### src/rtl/apb_fsm_controller.sv
// apb_fsm_controller
// AHB-slave-side bridge controller. Decodes AHB transfers aimed at three
// APB slaves, sequences the APB SETUP/ACCESS phases one transfer at a time
// and stalls the AHB master through Hreadyout while an APB transfer runs.

module apb_fsm_controller #(
   parameter logic [5:0] SLV0_BASE = 6'h20,
   parameter logic [5:0] SLV1_BASE = 6'h21,
   parameter logic [5:0] SLV2_BASE = 6'h22
) (
   input  logic        Hclk,
   input  logic        Hreset,
   input  logic        Hwrite,
   input  logic        Hreadyin,
   input  logic [1:0]  Htrans,
   input  logic [31:0] Haddr,
   input  logic [31:0] Hwdata,
   input  logic [31:0] Prdata,
   output logic        Pwrite,
   output logic        Penable,
   output logic [2:0]  Pselx,
   output logic [31:0] Paddr,
   output logic [31:0] Pwdata,
   output logic        Hreadyout,
   output logic [1:0]  Hresp,
   output logic [31:0] Hrdata
);

   typedef enum logic [2:0] {
      IDLE    = 3'd0,
      READ    = 3'd1,
      RENABLE = 3'd2,
      WWAIT   = 3'd3,
      WRITE   = 3'd4,
      WENABLE = 3'd5
   } state_t;

   state_t      state_q;
   state_t      state_d;
   logic [2:0]  selx;
   logic        valid;
   logic [2:0]  pselx_q;
   logic        penable_q;
   logic        pwrite_q;
   logic [31:0] paddr_q;
   logic [31:0] pwdata_q;
   logic        hreadyout_q;
   logic [31:0] addrHold_q;
   logic [2:0]  selHold_q;

   // Htrans[0] only separates NONSEQ from SEQ (and IDLE from BUSY); both
   // members of each pair are treated alike, so that bit is not needed.
   logic        unusedHtrans0;
   assign unusedHtrans0 = Htrans[0];

   // Address decode: one-hot slave select from the top six address bits,
   // and a transfer is only worth acting on when it is active and hits a slave.
   always_comb begin
      selx = 3'b000;
      if (Haddr[31:26] == SLV0_BASE) selx[0] = 1'b1;
      if (Haddr[31:26] == SLV1_BASE) selx[1] = 1'b1;
      if (Haddr[31:26] == SLV2_BASE) selx[2] = 1'b1;
      valid = Hreadyin & Htrans[1] & (selx != 3'b000);
   end

   // Next-state logic: new transfers are only accepted from IDLE or from the
   // last (ACCESS) cycle of the previous one, so there is never more than one
   // APB transfer in flight; the SETUP/ACCESS sequences run unconditionally.
   always_comb begin
      state_d = IDLE;
      case (state_q)
         IDLE, RENABLE, WENABLE: begin
            if (valid && !Hwrite)     state_d = READ;
            else if (valid && Hwrite) state_d = WWAIT;
            else                      state_d = IDLE;
         end
         READ:    state_d = RENABLE;
         WWAIT:   state_d = WRITE;
         WRITE:   state_d = WENABLE;
         default: state_d = IDLE;
      endcase
   end

   // State register plus registered APB-side outputs, loaded from the state
   // being entered. A write spends one extra cycle in WWAIT so that the
   // write data, which arrives in the AHB data phase, can be captured.
   always_ff @(posedge Hclk) begin
      if (Hreset) begin
         state_q     <= IDLE;
         pselx_q     <= 3'b000;
         penable_q   <= 1'b0;
         pwrite_q    <= 1'b0;
         paddr_q     <= 32'h0;
         pwdata_q    <= 32'h0;
         addrHold_q  <= 32'h0;
         selHold_q   <= 3'b000;
         hreadyout_q <= 1'b1;
      end else begin
         state_q <= state_d;
         case (state_d)
            READ: begin
               paddr_q     <= Haddr;
               pselx_q     <= selx;
               pwrite_q    <= 1'b0;
               penable_q   <= 1'b0;
               hreadyout_q <= 1'b0;
            end
            RENABLE, WENABLE: begin
               penable_q   <= 1'b1;
               hreadyout_q <= 1'b1;
            end
            WWAIT: begin
               addrHold_q  <= Haddr;
               selHold_q   <= selx;
               pselx_q     <= 3'b000;
               penable_q   <= 1'b0;
               hreadyout_q <= 1'b0;
            end
            WRITE: begin
               paddr_q     <= addrHold_q;
               pselx_q     <= selHold_q;
               pwdata_q    <= Hwdata;
               pwrite_q    <= 1'b1;
               penable_q   <= 1'b0;
               hreadyout_q <= 1'b0;
            end
            default: begin
               pselx_q     <= 3'b000;
               penable_q   <= 1'b0;
               hreadyout_q <= 1'b1;
            end
         endcase
      end
   end

   assign Pselx     = pselx_q;
   assign Penable   = penable_q;
   assign Pwrite    = pwrite_q;
   assign Paddr     = paddr_q;
   assign Pwdata    = pwdata_q;
   assign Hreadyout = hreadyout_q;
   assign Hresp     = 2'b00;
   assign Hrdata    = (state_q == RENABLE) ? Prdata : 32'h0;

endmodule

### config.mk
export PLATFORM = sky130hd
export DESIGN_NAME = apb_fsm_controller
export DESIGN_NICKNAME = d
export VERILOG_FILES = /design/src/rtl/apb_fsm_controller.sv
export SDC_FILE = /design/constraint.sdc
export NUM_CORES = 1
export LEC_CHECK = 0
export BUFFER_PORTS_ARGS = -buffer_cell sky130_fd_sc_hd__buf_2
export CORE_AREA = 2 2 117 119
export DETAILED_ROUTE_END_ITERATION = 8
export DIE_AREA = 0 0 119 121
export PLACE_DENSITY = 0.6
export SKIP_LAST_GASP = 1
export SYNTH_ARGS = -nofsm -noshare
export SYNTH_HDL_FRONTEND = slang
export SYNTH_SLANG_ARGS = --single-unit
### constraint.sdc
create_clock -name Hclk -period 2.9 [get_ports Hclk]
set_input_delay 0.145 -clock Hclk [delete_from_list [all_inputs] [get_ports Hclk]]
set_output_delay 0.145 -clock Hclk [all_outputs]
set_load 0.02 [all_outputs]
==> metrics.csv <==
metric;value;unit
drv_slew;0;
synth.area.top_cells;dfxtp_1 48%, a21oi_1 7.8%, nand2_1 6.2%;
synth_area_leader_cell;dfxtp_1;
cts_resized;0;
die_area;0.01440;sq mm
vias;4584;
timing.slew.headroom;0.2505;
drive_gt1_frac;0.3196;
synth_edf_count;0;
grt_overflow;0;
cp-end-kind;register;
core_area;0.01309;sq mm
fin_total_pwr;3.065;mW
maxCapViolations;0;
clock-root-buffer;clkbuf_16;
fin_crit_sh;0.7371;
min_period;2.138;ns
worstSkewPairLatency;0.35;ns
area_growth;31.35;%
antenna_found_initial;0;
hold_class;input pin to register;
syn_area;0.004506;sq mm
fillers;1318;
ctsHoldBuffers;0;
cts.sinks;108;
rsz0062_at_grt;no;
setup_violations;0;
cts_tree;built;
critPathLaunchType;register;
worst_slew_pin_slew;1.124;ns
pin_count;206;
synth_cell_type_count;39;
yosys_warnings;0;
finalNetCount;826;
hold_violations;0;
initialDrtViolationCount;360;
fp-row-count;42;
grt_pass1_vias;4220;
cts_buffers;9;
synthFlopType;dfxtp_1;
drc;0;
fin_setup_tns;0;ns
cp.arrival;2.39;ns
cts.clk_slew.worst_paths;0.08;ns
max_freq;467.8;MHz
finalWirelength;13190;um
synth.avg_cell_area;8.046;sq um
holdWs;0.02524;ns
n_antenna_cell;0;
clock_skew;0.008278;ns
powerDensity;517.9;mW/mm^2
die_x;119;um
synth-adder-area-share;0;
synthSimpleGateAreaFrac;0.2172;
synthArstFlopShare;0;
portBuffers;202;
place_hpwl;8714;um
synth-xor-area-share;0.001944;
fin_util;0.4523;
netlist_top_cells_count;108 x dfxtp_1, 74 x nand2_1, 70 x a21oi_1;
wire_per_inst;14.58;um
critical_path_class;register to register;
die_y;121;um
p_leak;2.539;nW
status;finished, final reports clean;
cp_max_fo;38;
via_per_inst;5.065;
synth_compound_area_frac;0.2385;
synth_cells;560;
grt_max_degree;109;
initial_utilization;0.3443;
post_cts_buffers;0;
grt_pass1_wl;20860;um
synth-seq-cells;108;
synth_top_area_share;0.4799;
ir_drop;0.2414;mV
muxShareOfSynthArea;0;
first_pass_iters;4;
antenna_left;0;
clk_path_buf_depth;2;
place_congestion;0.7644;
synth_top_family_by_area;compound AO/OA/AOI/OAI gates;
seq_area_frac_synth;0.4799;
htree_levels;3;
cp.required;3.16;ns
synth.most_common_cell;dfxtp_1;
grt.total_usage;0.1788;
-- per-stage QoR --
| stage | area, sq um | setup WS, ns | cells |
|---|---|---|---|
| after floorplan | 4509 | 1.445 | 561 |
| after global placement | 5569 | 0.8592 | 889 |
| after detailed placement | 5569 | 0.7675 | 889 |
| after CTS | 5918 | 0.7282 | 905 |
| after global routing | 5918 | 0.5559 | 905 |
| final | 5918 | 0.7624 | 905 |
-- power by group --
part	total (mW)	switching, mW	internal, mW	leakage [nW]
registers	1.49	0.00160	1.48	0.870
clock network	1.42	0.573	0.850	0.166
logic	0.155	0.0942	0.0609	1.50
total	3.07	0.669	2.40	2.54
-- per-layer routing --
| metal | GRT usage | vias to the layer above | share of wire |
|---|---|---|---|
| met5 | 0 | - | 0 |
| met1 | 0.2169 | 2116 | 0.42 |
| met3 | 0.02914 | 17 | 0.054 |
| li1 | - | 2291 | - |
| met4 | 0.07738 | 0 | 0.019 |
| met2 | 0.3129 | 160 | 0.51 |
-- flip-flops by register name, indices dropped and copies added (netlist names), 3 cells and up --
| signal | count |
|---|---|
| addrHold_q | 32 |
| state_q | 3 |
| Pwdata | 32 |
| selHold_q | 3 |
| Pselx | 3 |
| Paddr | 32 |
-- critical path, cell delays in order (launching register included) --
cell,delay [ns]
dfxtp_1,0.44
nand2b_1,0.26
or2_2,0.66
buf_4,0.35
nor2_1,0.07
a311oi_1,0.25
-- path summary, 6_finish.rpt --
| check | cells after the start | startpoint | slack (ns) | end |
|---|---|---|---|---|
| min reg2reg | 2 | Pwdata[31]$_SDFFE_PP0P_ | 0.45 | Pwdata[31]$_SDFFE_PP0P_ |
| max reg2reg | 5 | state_q[2]$_SDFF_PP0_ | 0.76 | Paddr[10]$_SDFFE_PP0P_ |
| min | 3 | Hwdata[31] | 0.03 | Pwdata[31]$_SDFFE_PP0P_ |
| max | 5 | state_q[2]$_SDFF_PP0_ | 0.76 | Paddr[10]$_SDFFE_PP0P_ |
-- cell usage in the layout (no fill, tap or decap), types with 8 or more instances in the layout --
cell / instances
a211oi_1: 14
a21oi_1: 70
a311oi_1: 15
a31oi_1: 15
and2_1: 32
buf_2: 201
buf_4: 8
clkbuf_16: 9
dfxtp_1: 108
nand2_1: 74
nand3_1: 44
nor2_1: 40
o21ai_0: 48
o21ai_1: 12
-- area by class of cell --
class                      count  area [sq um]  share of cell area
clock buffer                   9         225.2             0.03805
clock inverter                 7         123.9             0.02093
inverter                       2         7.507            0.001268
multi-input combinational    393          2093              0.3537
sequential                   108          2162              0.3653
tap                          176         220.2             0.03721
timing repair buffer         210          1086              0.1835
-- cells by family after synthesis --
family / after synthesis
and+or+nand+nor: 206
AOI/OAI and AO/OA: 184
DFF: 108
buffers and inverters: 60
xor gates and xnor gates: 1
other: 1
(Power assumes the default switching activity.)
